[src/rtl/imem_ctrl.sv]
// imem_ctrl: instruction memory front end.
// Serves word fetches from a combinational-read instruction memory and
// streams loader words into it one byte per cycle (little-endian).
// Loader requests win over fetches; requests are only looked at in IDLE.
module imem_ctrl #(
  parameter int ADDR_W = 7
) (
  input  logic              clk,
  input  logic              rst,
  input  logic              fetch_req,
  input  logic [ADDR_W-1:0] fetch_addr,
  output logic              fetch_valid,
  output logic [31:0]       fetch_data,
  output logic              fetch_err,
  input  logic              load_req,
  input  logic [ADDR_W-1:0] load_addr,
  input  logic [31:0]       load_data,
  output logic              load_busy,
  output logic              load_done,
  output logic [ADDR_W-1:0] r_addr_imem,
  input  logic [31:0]       r_data_imem,
  output logic              w_en_imem,
  output logic [ADDR_W-1:0] w_addr_imem,
  output logic [7:0]        w_data_imem
);

  localparam logic [2:0] S_IDLE  = 3'd0;
  localparam logic [2:0] S_FETCH = 3'd1;
  localparam logic [2:0] S_LD0   = 3'd2;
  localparam logic [2:0] S_LD1   = 3'd3;
  localparam logic [2:0] S_LD2   = 3'd4;
  localparam logic [2:0] S_LD3   = 3'd5;

  logic [2:0]        state;
  logic [2:0]        next_state;
  logic [ADDR_W-1:0] ld_base;
  logic [31:0]       ld_word;
  logic              ld_active;
  logic [1:0]        ld_offset;

  // Next-state selection: loader first, then fetch, only from IDLE.
  always_comb begin
    next_state = state;
    case (state)
      S_IDLE: begin
        if (load_req)
          next_state = S_LD0;
        else if (fetch_req)
          next_state = S_FETCH;
      end
      S_FETCH: next_state = S_IDLE;
      S_LD0:   next_state = S_LD1;
      S_LD1:   next_state = S_LD2;
      S_LD2:   next_state = S_LD3;
      S_LD3:   next_state = S_IDLE;
      default: next_state = S_IDLE;
    endcase
  end

  // State register plus request latches and the registered result pulses.
  always_ff @(posedge clk or posedge rst) begin
    if (rst) begin
      state       <= S_IDLE;
      r_addr_imem <= '0;
      ld_base     <= '0;
      ld_word     <= '0;
      fetch_valid <= 1'b0;
      fetch_err   <= 1'b0;
      fetch_data  <= '0;
      load_done   <= 1'b0;
    end else begin
      state       <= next_state;
      fetch_valid <= 1'b0;
      fetch_err   <= 1'b0;
      load_done   <= 1'b0;
      if (state == S_IDLE) begin
        if (load_req) begin
          ld_base <= load_addr;
          ld_word <= load_data;
        end else if (fetch_req) begin
          r_addr_imem <= fetch_addr;
        end
      end
      if (state == S_FETCH) begin
        fetch_data  <= r_data_imem;
        fetch_valid <= 1'b1;
        fetch_err   <= (r_addr_imem[1:0] != 2'b00);
      end
      if (state == S_LD3)
        load_done <= 1'b1;
    end
  end

  // Byte lane selection for the four load states; outputs idle at zero.
  always_comb begin
    ld_active = 1'b0;
    ld_offset = 2'd0;
    case (state)
      S_LD0: begin ld_active = 1'b1; ld_offset = 2'd0; end
      S_LD1: begin ld_active = 1'b1; ld_offset = 2'd1; end
      S_LD2: begin ld_active = 1'b1; ld_offset = 2'd2; end
      S_LD3: begin ld_active = 1'b1; ld_offset = 2'd3; end
      default: begin ld_active = 1'b0; ld_offset = 2'd0; end
    endcase
  end

  // Write port drive; the address add wraps naturally at ADDR_W bits.
  always_comb begin
    w_en_imem   = ld_active;
    load_busy   = ld_active;
    w_addr_imem = '0;
    w_data_imem = '0;
    if (ld_active) begin
      w_addr_imem = ld_base + ADDR_W'(ld_offset);
      case (ld_offset)
        2'd0:    w_data_imem = ld_word[7:0];
        2'd1:    w_data_imem = ld_word[15:8];
        2'd2:    w_data_imem = ld_word[23:16];
        default: w_data_imem = ld_word[31:24];
      endcase
    end
  end

endmodule

[config.mk]
export PLATFORM = sky130hd
export DESIGN_NAME = imem_ctrl
export DESIGN_NICKNAME = d
export VERILOG_FILES = /design/src/rtl/imem_ctrl.sv
export SDC_FILE = /design/constraint.sdc
export NUM_CORES = 1
export LEC_CHECK = 0
export CORE_MARGIN = 2
export CORE_UTILIZATION = 40
export CTS_BUF_LIST = sky130_fd_sc_hd__clkbuf_4 sky130_fd_sc_hd__clkbuf_8
export DETAILED_ROUTE_END_ITERATION = 10
export GPL_TIMING_DRIVEN = 1
export PLACE_DENSITY = 0.78
export SYNTH_ARGS = -nofsm -noshare
export SYNTH_HDL_FRONTEND = slang
export SYNTH_SLANG_ARGS = --single-unit
export TNS_END_PERCENT = 1
[constraint.sdc]
create_clock -name clk -period 3 [get_ports clk]
set_input_delay 0.3 -clock clk [delete_from_list [all_inputs] [get_ports clk]]
set_output_delay 0.3 -clock clk [all_outputs]
set_load 0.02 [all_outputs]
== After elaboration in Yosys (flattened, before gate mapping) ==
Cells that the tools add are included.
Widths: inputs -> output; s select.

* Multiplexer cells: 11
* Equality and inequality tests: 8
* Bitwise gates (word level): 1
* Add/sub/neg operators: 1
* Reductions and logical operators: 6

{| class="wikitable"
|+ Operators with widths
! kind !! count
|-
| $pmux 8 s3 || 1
|-
| $pmux 3 s4 || 1
|-
| $mux 8 || 1
|-
| $add 7x2->7 || 1
|-
| $mux 7 || 1
|-
| $eq 3x2->1 const B || 2
|-
| $eq 3x3->1 const B || 2
|-
| $mux 3 || 2
|-
| $pmux 2 s3 || 1
|-
| $mux 1 || 4
|-
| $reduce_or 4->1 || 1
|-
| $eq 3x1->1 const B || 1
|-
| $logic_not 3->1 || 1
|-
| $ne 3x3->1 const B || 1
|-
| $reduce_and 3->1 || 1
|-
| $eq 2x1->1 const B || 1
|-
| $eq 2x2->1 const B || 1
|-
| $logic_not 2->1 || 1
|-
| $reduce_and 2->1 || 1
|-
| $reduce_bool 2->1 || 1
|-
| $not 1->1 || 1
|}

* Bits of input ports: 82
* Register bits after elaboration: 84
* Output and inout port bits: 59
* Word-level logic and storage cells: 35

== Logic depth before layout (Yosys ltp) ==
* Depth after elaboration: 5
* Depth in mapped cells: 10
* Gate-level depth less buffers: 9

== Least setup slack after synthesis ==
No wires, ideal clock.

* Path type: reg-to-output
* Start point: reg state[1]
* End point: out w_addr_imem[6]
* Path slack: 0.317 ns
* Stages on the path, launching flop included: 11
* Arrival time: 2.383 ns
* Cell sequence: dfrtp_1 -> nor2b_1 -> buf_2 -> nor2_2 -> inv_1 -> and2_1 -> ha_1 -> fa_1 -> nand2_1 -> o21ai_0 -> a21oi_1

* Cells in the longest elaborated chain, start to end: 4

{| class="wikitable"
|+ RTL lines
! item !! RTL line !! text
|-
| from (decl) || 34 || <nowiki>logic [2:0] state;</nowiki>
|-
| from (signal assigned) || 72 || <nowiki>state <= next_state;</nowiki>
|-
| $eq 3x3->1 or $eq 3x2->1 (tied branches) || 98 || <nowiki>case (state)</nowiki>
|-
| $reduce_or 4->1 (no line) * || -- ||
|-
| $mux 1 * || 98 ||
|-
| named net load_busy || 18 || <nowiki>output logic load_busy,</nowiki>
|-
| $mux 7 * || 113 || <nowiki>if (ld_active) begin</nowiki>
|-
| to (decl) || 23 || <nowiki>output logic [ADDR_W-1:0] w_addr_imem,</nowiki>
|}

Mark *: on every way through the listed nets, which the timed path passes. The rest lies on a longest branch.

== Final worst setup path ==
* Start point: reg state[2]
* End point: out w_addr_imem[4]

* Cells in the longest elaborated chain, start to end: 4

{| class="wikitable"
|+ RTL lines
! item !! RTL line
|-
| $eq 3x3->1 or $eq 3x2->1 (tied branches) || 98
|-
| $pmux 2 s3 or $reduce_or 4->1 (tied branches) || --
|-
| $add 7x2->7 or $mux 1 (tied branches) || 114, 98
|-
| $mux 7 * || 113
|}

Every way passes the cells marked *; elsewhere a longest branch is shown, timed or not.

==> flow_metrics.py <==
metrics = {
    "clocking": {
        "hold_buffers": 0,
        "path_clk_slew_ns": 0.08,
        "clock_latency_ns": 0.35,
        "numCtsBuffers": 9,
        "cts_tree": "done",
        "root_buffer": "clkbuf_8",
        "cts.sinks": 84,
        "cts_htree_levels": 3,
        "clk_path_buf_depth": 2,
    },
    "routing": {
        "vias": 2474,
        "drt_pass1_iterations": 4,
        "wl_per_cell_um": 16.2,
        "drc": 0,
        "viasPerCell": 4.95,
        "ant_nets": 0,
        "drt_iter0_markers": 80,
        "wl_mm": 8.11,
    },
    "synth": {
        "synth_most_common_cell": "dfrtp_1",
        "netlist.area_leader.share_pct": 58.9,
        "async_flop_share_pct": 100,
        "ys_seq_area_share_pct": 58.9,
        "yosysTopAreaCell": "dfrtp_1",
        "synthTopCellsByCount": "dfrtp_1, mux2_2, a21oi_1, mux2_4",
        "synth_edf_count": 0,
        "synth_area_per_cell_um2": 14.7,
        "synth_seq_cells": 84,
        "synth.area.top_cells": "dfrtp_1, mux2_2, mux2_4",
        "synth_area_um2": 3570,
        "yosys_warnings": 0,
        "syn_inst": 242,
        "syn_nets": 327,
        "ys.flop_type": "dfrtp_1",
        "synth.distinct_cells": 31,
    },
    "run": {
        "maxCapViolations": 0,
    },
    "power_and_ir_drop": {
        "power_density_nw_per_um2": 1110,
        "p_leak_nw": 2.22,
        "ir_worst_vdd_v": 0.000519,
    },
    "placed_design": {
        "hpwl_mm": 5.90,
        "place_congestion": 0.753,
        "place_area_um2": 5070,
        "io_buffers": 140,
        "dp_cells": 484,
    },
    "min_path": {
        "min_path_type": "primary input to async pin",
    },
    "floorplan": {
        "die_width_um": 98.4,
        "core_area_um2": 8680,
        "die_height_um": 98.4,
        "num_rows": 34,
        "die_area_um2": 9690,
        "start_util_pct": 41.1,
        "io_pins": 141,
    },
    "sta": {
        "slew_violations": 0,
        "setup_violations": 0,
        "tns_ns": 0,
        "slew_headroom_pct": 62.1,
        "tightest_slew_ns": 0.569,
        "rsz0062_at_grt": "false",
        "skew_ns": 0.0134,
        "hold_viol": 0,
        "fmax_mhz": 358,
        "fin_crit_sh_pct": 93.1,
        "fin_crit_ns": 2.79,
    },
    "setup_path": {
        "path_cells": "and2b_1 -> nor2_2 -> inv_1 -> and2_1 -> ha_1 -> fa_2 -> nand3_1 -> xor2_1 -> nor2_1 -> dlygate4sd2_1",
        "slowest_delay_ns": 0.40,
        "r2r_start": "state[0]",
        "worstPathArrival_ns": 2.49,
        "setup.worst_path.class": "register to primary output",
        "startpoint": "state[2]",
        "cp-start-kind": "register",
        "crit_required_ns": 2.70,
        "cp_slowest_cell": "dfrtp_1",
        "cp_max_fo": 5,
        "end_kind": "primary output",
    },
    "final_layout": {
        "fin_nets": 472,
        "area_delta_synth_final_pct": 48.0,
        "post-route-util_pct": 60.8,
        "drive_gt1_share_pct": 27.6,
        "diodes": 0,
        "finalInstanceArea_um2": 5280,
        "instances_no_fill": 500,
    },
    "status": {
        "status": "completed",
    },
    "global_route": {
        "grt_pass1_vias": 2676,
        "grt_pass1_wl_mm": 13.1,
        "grt.total_usage_pct": 17.2,
        "grt_remaining_overflow": 0,
        "antenna_found_initial": 0,
        "grt_max_degree": 85,
    },
}
==> where the power goes <==
group,internal [W],switching (W)
sequential,0.00171,0.000307
clock,0.000394,0.000403
combinational,0.00164,0.00139
total,0.00374,0.00210
==> stage by stage <==
stage,hold slack [ns],power (W),setup WS [ns]
detailed placement,0.481,0.00512,0.221
floorplan,0.435,0.00385,0.317
global placement,0.469,0.00501,0.288
global route,0.415,0.00619,0.0370
finish,0.366,0.00584,0.206
CTS,0.381,0.00591,0.0152
==> final timing paths <==
kind	endpoint	slack (ns)	depth (start not counted)
worst max-delay path	w_addr_imem[4]	0.21	10
worst min-delay path	fetch_data[28]	0.37	3
worst max register to register	ld_word[27]	1.07	4
worst min register to register	fetch_data[18]	0.50	1
max in group asynchronous	ld_word[21]	2.29	3
min in group clk	fetch_data[18]	0.50	1
==> cells in the final DEF (no fill, tap or decap), types with 3 or more instances in the layout <==
cell type	instances
a21oi_1	12
a221oi_1	8
a22oi_1	8
and2_1	4
buf_4	7
clkbuf_8	9
clkdlybuf4s50_1	134
clkinv_2	3
dfrtp_1	84
dlymetal6s2s_1	3
mux2_2	67
mux2_4	9
nand3_1	3
nor2_1	3
o21ai_0	4
or3_1	3
==> cell families after synthesis <==
| logic type | share of synthesized area, % |
|---|---|
| flip-flops | 58.9 |
| multiplexers | 25.6 |
| AO/OA/AOI/OAI | 6.32 |
| AND/OR/NAND/NOR | 4.25 |
| buffers and inverters | 3.16 |
| adder cells (fa/ha/maj) | 1.26 |
| XOR/XNOR | 0.491 |
==> metal layers <==
layer	GRT usage [%]	wire (µm)	up-vias
met5	0	0	-
met4	8.85	227	0
met3	3.19	304	16
met2	30.5	4320	61
met1	19.9	3260	1230
li1	-	-	1167
==> worst max-delay path, delay by kind of cell (launching register included) <==
| family | cells | cell delay [ns] |
|---|---|---|
| buffers and inverters | 2 | 0.39 |
| DFF | 1 | 0.40 |
| and+or+nand+nor | 5 | 0.62 |
| adders and majority gates | 2 | 0.57 |
| xor gates and xnor gates | 1 | 0.16 |
==> state kept, by name, summed over array words and instances, names as in the netlist <==
signal,cells
fetch_err,1
load_done,1
state,3
fetch_valid,1
r_addr_imem,7
ld_base,7
ld_word,32
fetch_data,32
==> layout make-up <==
| type | count | area, µm² |
|---|---|---|
| Clock buffer | 10 | 131 |
| Clock inverter | 6 | 65.1 |
| Fill cell | 712 | 3400 |
| Inverter | 3 | 12.5 |
| Multi-Input combinational cell | 141 | 1360 |
| Sequential cell | 84 | 2100 |
| Tap cell | 108 | 135 |
| Timing Repair Buffer | 148 | 1470 |
==> timing repair <==
action | CTS | global route
gates resized for setup | 3 | 7
setup buffers | 0 | 0
setup endpoints to repair | 3 | 5
Power figures use the tool's default switching activity.
==> edit (config.mk and constraints unchanged) <==
Put a register stage on the output `w_data_imem`, cleared by the reset. The value now appears one clock later. The other outputs are not delayed to match.
--- a/src/rtl/imem_ctrl.sv
+++ b/src/rtl/imem_ctrl.sv
@@ -30,6 +30,8 @@
   localparam logic [2:0] S_LD1   = 3'd3;
   localparam logic [2:0] S_LD2   = 3'd4;
   localparam logic [2:0] S_LD3   = 3'd5;
+
+  logic [7:0] w_data_imem_d;
 
   logic [2:0]        state;
   logic [2:0]        next_state;
@@ -109,15 +111,23 @@
     w_en_imem   = ld_active;
     load_busy   = ld_active;
     w_addr_imem = '0;
-    w_data_imem = '0;
+    w_data_imem_d = '0;
     if (ld_active) begin
       w_addr_imem = ld_base + ADDR_W'(ld_offset);
       case (ld_offset)
-        2'd0:    w_data_imem = ld_word[7:0];
-        2'd1:    w_data_imem = ld_word[15:8];
-        2'd2:    w_data_imem = ld_word[23:16];
-        default: w_data_imem = ld_word[31:24];
+        2'd0:    w_data_imem_d = ld_word[7:0];
+        2'd1:    w_data_imem_d = ld_word[15:8];
+        2'd2:    w_data_imem_d = ld_word[23:16];
+        default: w_data_imem_d = ld_word[31:24];
       endcase
+    end
+  end
+
+  always_ff @(posedge clk or posedge rst) begin
+    if (rst) begin
+      w_data_imem <= '0;
+    end else begin
+      w_data_imem <= w_data_imem_d;
     end
   end
 
Behaviour: not the same (Yosys sat finds a counterexample within 4 cycles, from zero or initial values and one cycle with rst high).
==> edit against the original RTL <==
  * Clock power is 2.9% higher
  * Sequential cell count up 8
  * Area after synthesis increased by 6.4%
  * Power is 3.7% higher
  * Non-clock buffer count rose by 1
  * Worst setup slack got worse by 39 ps
  * Routed wire length up 5.3%
  * First-iteration DRC count did not move
  * Final area is 4.5% higher
  * Critical path type unchanged
  * Largest cell class unchanged
==> edit: results <==
timing:
  relSlewSlack_pct: 54.9
  finalWorstSetupSlack_ps: 167
  finClkSkew_ps: 7.81
  setup_viol: 0
cells_and_area:
  antenna_cells: 0
  fillers: 752
  drive_gt1_share_pct: 23.7
  reg.largest.list: "fetch_data x32, ld_word x32, w_data_imem x8"
  layout.nets: 491
detailed_routing:
  drc_errors: 0
  wire_per_inst_um: 15.9
  via_count: 2629
  dr.pass1.iters: 4
  drtIter0Drc: 80
yosys:
  ys.flop_type: "dfrtp_1"
  yosys-top-cells-count: "92 x dfrtp_1, 67 x mux2_2, 10 x mux2_1"
  syn-num-nets: 346
  seq_area_frac_synth_pct: 60.7
  yosysWarnings: 0
  synth.area.top_cells: "dfrtp_1 61%, mux2_2 20%, mux2_1 3.0%"
  synth_edf_count: 0
  yosysUniqueCellTypes: 37
  synth-async-reset-ratio_pct: 100
power:
  ir_drop_mv: 0.534
  p_leak_nw: 2.31
setup_path:
  reg2reg_depth: 4
  rrSetupSlack_ps: 1110
  reg2reg_from: "state[0]$_DFFE_PP0P_"
  crit_path_start: "state[2]$_DFFE_PP0P_"
  path_max_fanout: 3
  crit_end: "w_addr_imem[4]"
  timing.rr.end: "ld_word[16]$_DFFE_PP0P_"
  crit_arrival_ps: 2530
clock_network:
  root_buffer: "clkbuf_8"
  insertion_delay_ps: 340
  cts_setup_buffers: 0
  htree_num_levels: 3
  numCtsBuffers: 9
  cts.path.max_buffers: 2
  path_clk_slew_ps: 80
placement:
  place.gp.congestion: 0.781
  hpwl_um: 6260
  preCtsSetupSlack_ps: 274
  place_area_um2: 5310
  io_buffers: 140
grt:
  grt_pass1_vias: 2623
  grt_max_degree: 93
  grt_use_total_pct: 16.7
  grt_first_pass_wirelength_um: 13000
  antenna_found_initial: 0
run_status:
  status: "finished clean"
min_path:
  hold_path_class: "input pin to async pin"
## edit: repair_timing
item,CTS,global route
gates cloned,0,0
gates resized for setup,3,4
setup endpoints to repair,3,3
## edit: where the power goes
group	leakage, nW	total, mW	internal, mW	switching [mW]
Clock	0.102	0.820	0.430	0.390
Sequential	1.10	2.19	1.87	0.325
Combinational	1.11	3.04	1.62	1.42
## edit: worst min-delay path by stage
stage / from / end / slack (ps) / depth (start not counted)
after floorplan: r_data_imem[21] / fetch_data[21]$_DFFE_PP0P_ / 430 / 1
after global placement: ld_word[7]$_DFFE_PP0P_ / ld_word[7]$_DFFE_PP0P_ / 470 / 1
after detailed placement: ld_word[7]$_DFFE_PP0P_ / ld_word[7]$_DFFE_PP0P_ / 480 / 1
after CTS: rst / fetch_data[26]$_DFFE_PP0P_ / 390 / 3
after global routing: rst / fetch_data[26]$_DFFE_PP0P_ / 380 / 3
final: rst / fetch_data[26]$_DFFE_PP0P_ / 360 / 3
## edit: logic make-up (layout without fill, tap and decap cells)
logic type,after synthesis,after routing,share of synthesized area [%]
fa+ha+maj,3,3,1.19
compound gates,35,35,5.74
buf+inv,18,166,3.53
flops,92,92,60.7
simple gates,34,34,5.51
xor+xnor,2,2,0.462
mux,77,77,22.9
## edit: worst max-delay path, cell delays in order (launching register included)
cell and delay [ps]:
dfrtp_1 390, and2b_1 180, nor2_2 140, inv_2 50, and2_1 150, ha_1 210, fa_1 430, nand3_1 130
xor2_1 150, nor2_1 50, dlygate4sd2_1 310
## edit: area by class of cell
type,count,area share (%)
flip-flops and latches,92,41.7
clock buffers,12,2.88
inverters,3,0.227
well taps,129,2.93
repair buffers,149,26.9
clock inverters,2,0.635
multi-input cells,151,24.7
## edit: routing by layer
metal  GRT usage [%]  up-vias  part of all wire [%]
met5               0        -                     0
met3            7.04       10                    10
met2            27.5      124                    47
met1            20.1     1267                    42
li1                -     1228                     -
met4            4.99        0                   1.2
## edit: per-stage QoR
step	utilization, %	total power, mW	hold slack, ps	cells
after floorplan	-	4.09	435	261
after global placement	57.5	5.22	472	524
after detailed placement	57.5	5.32	480	524
after CTS	59.6	6.14	392	538
after global routing	59.7	6.47	377	538
final	59.7	6.05	358	538
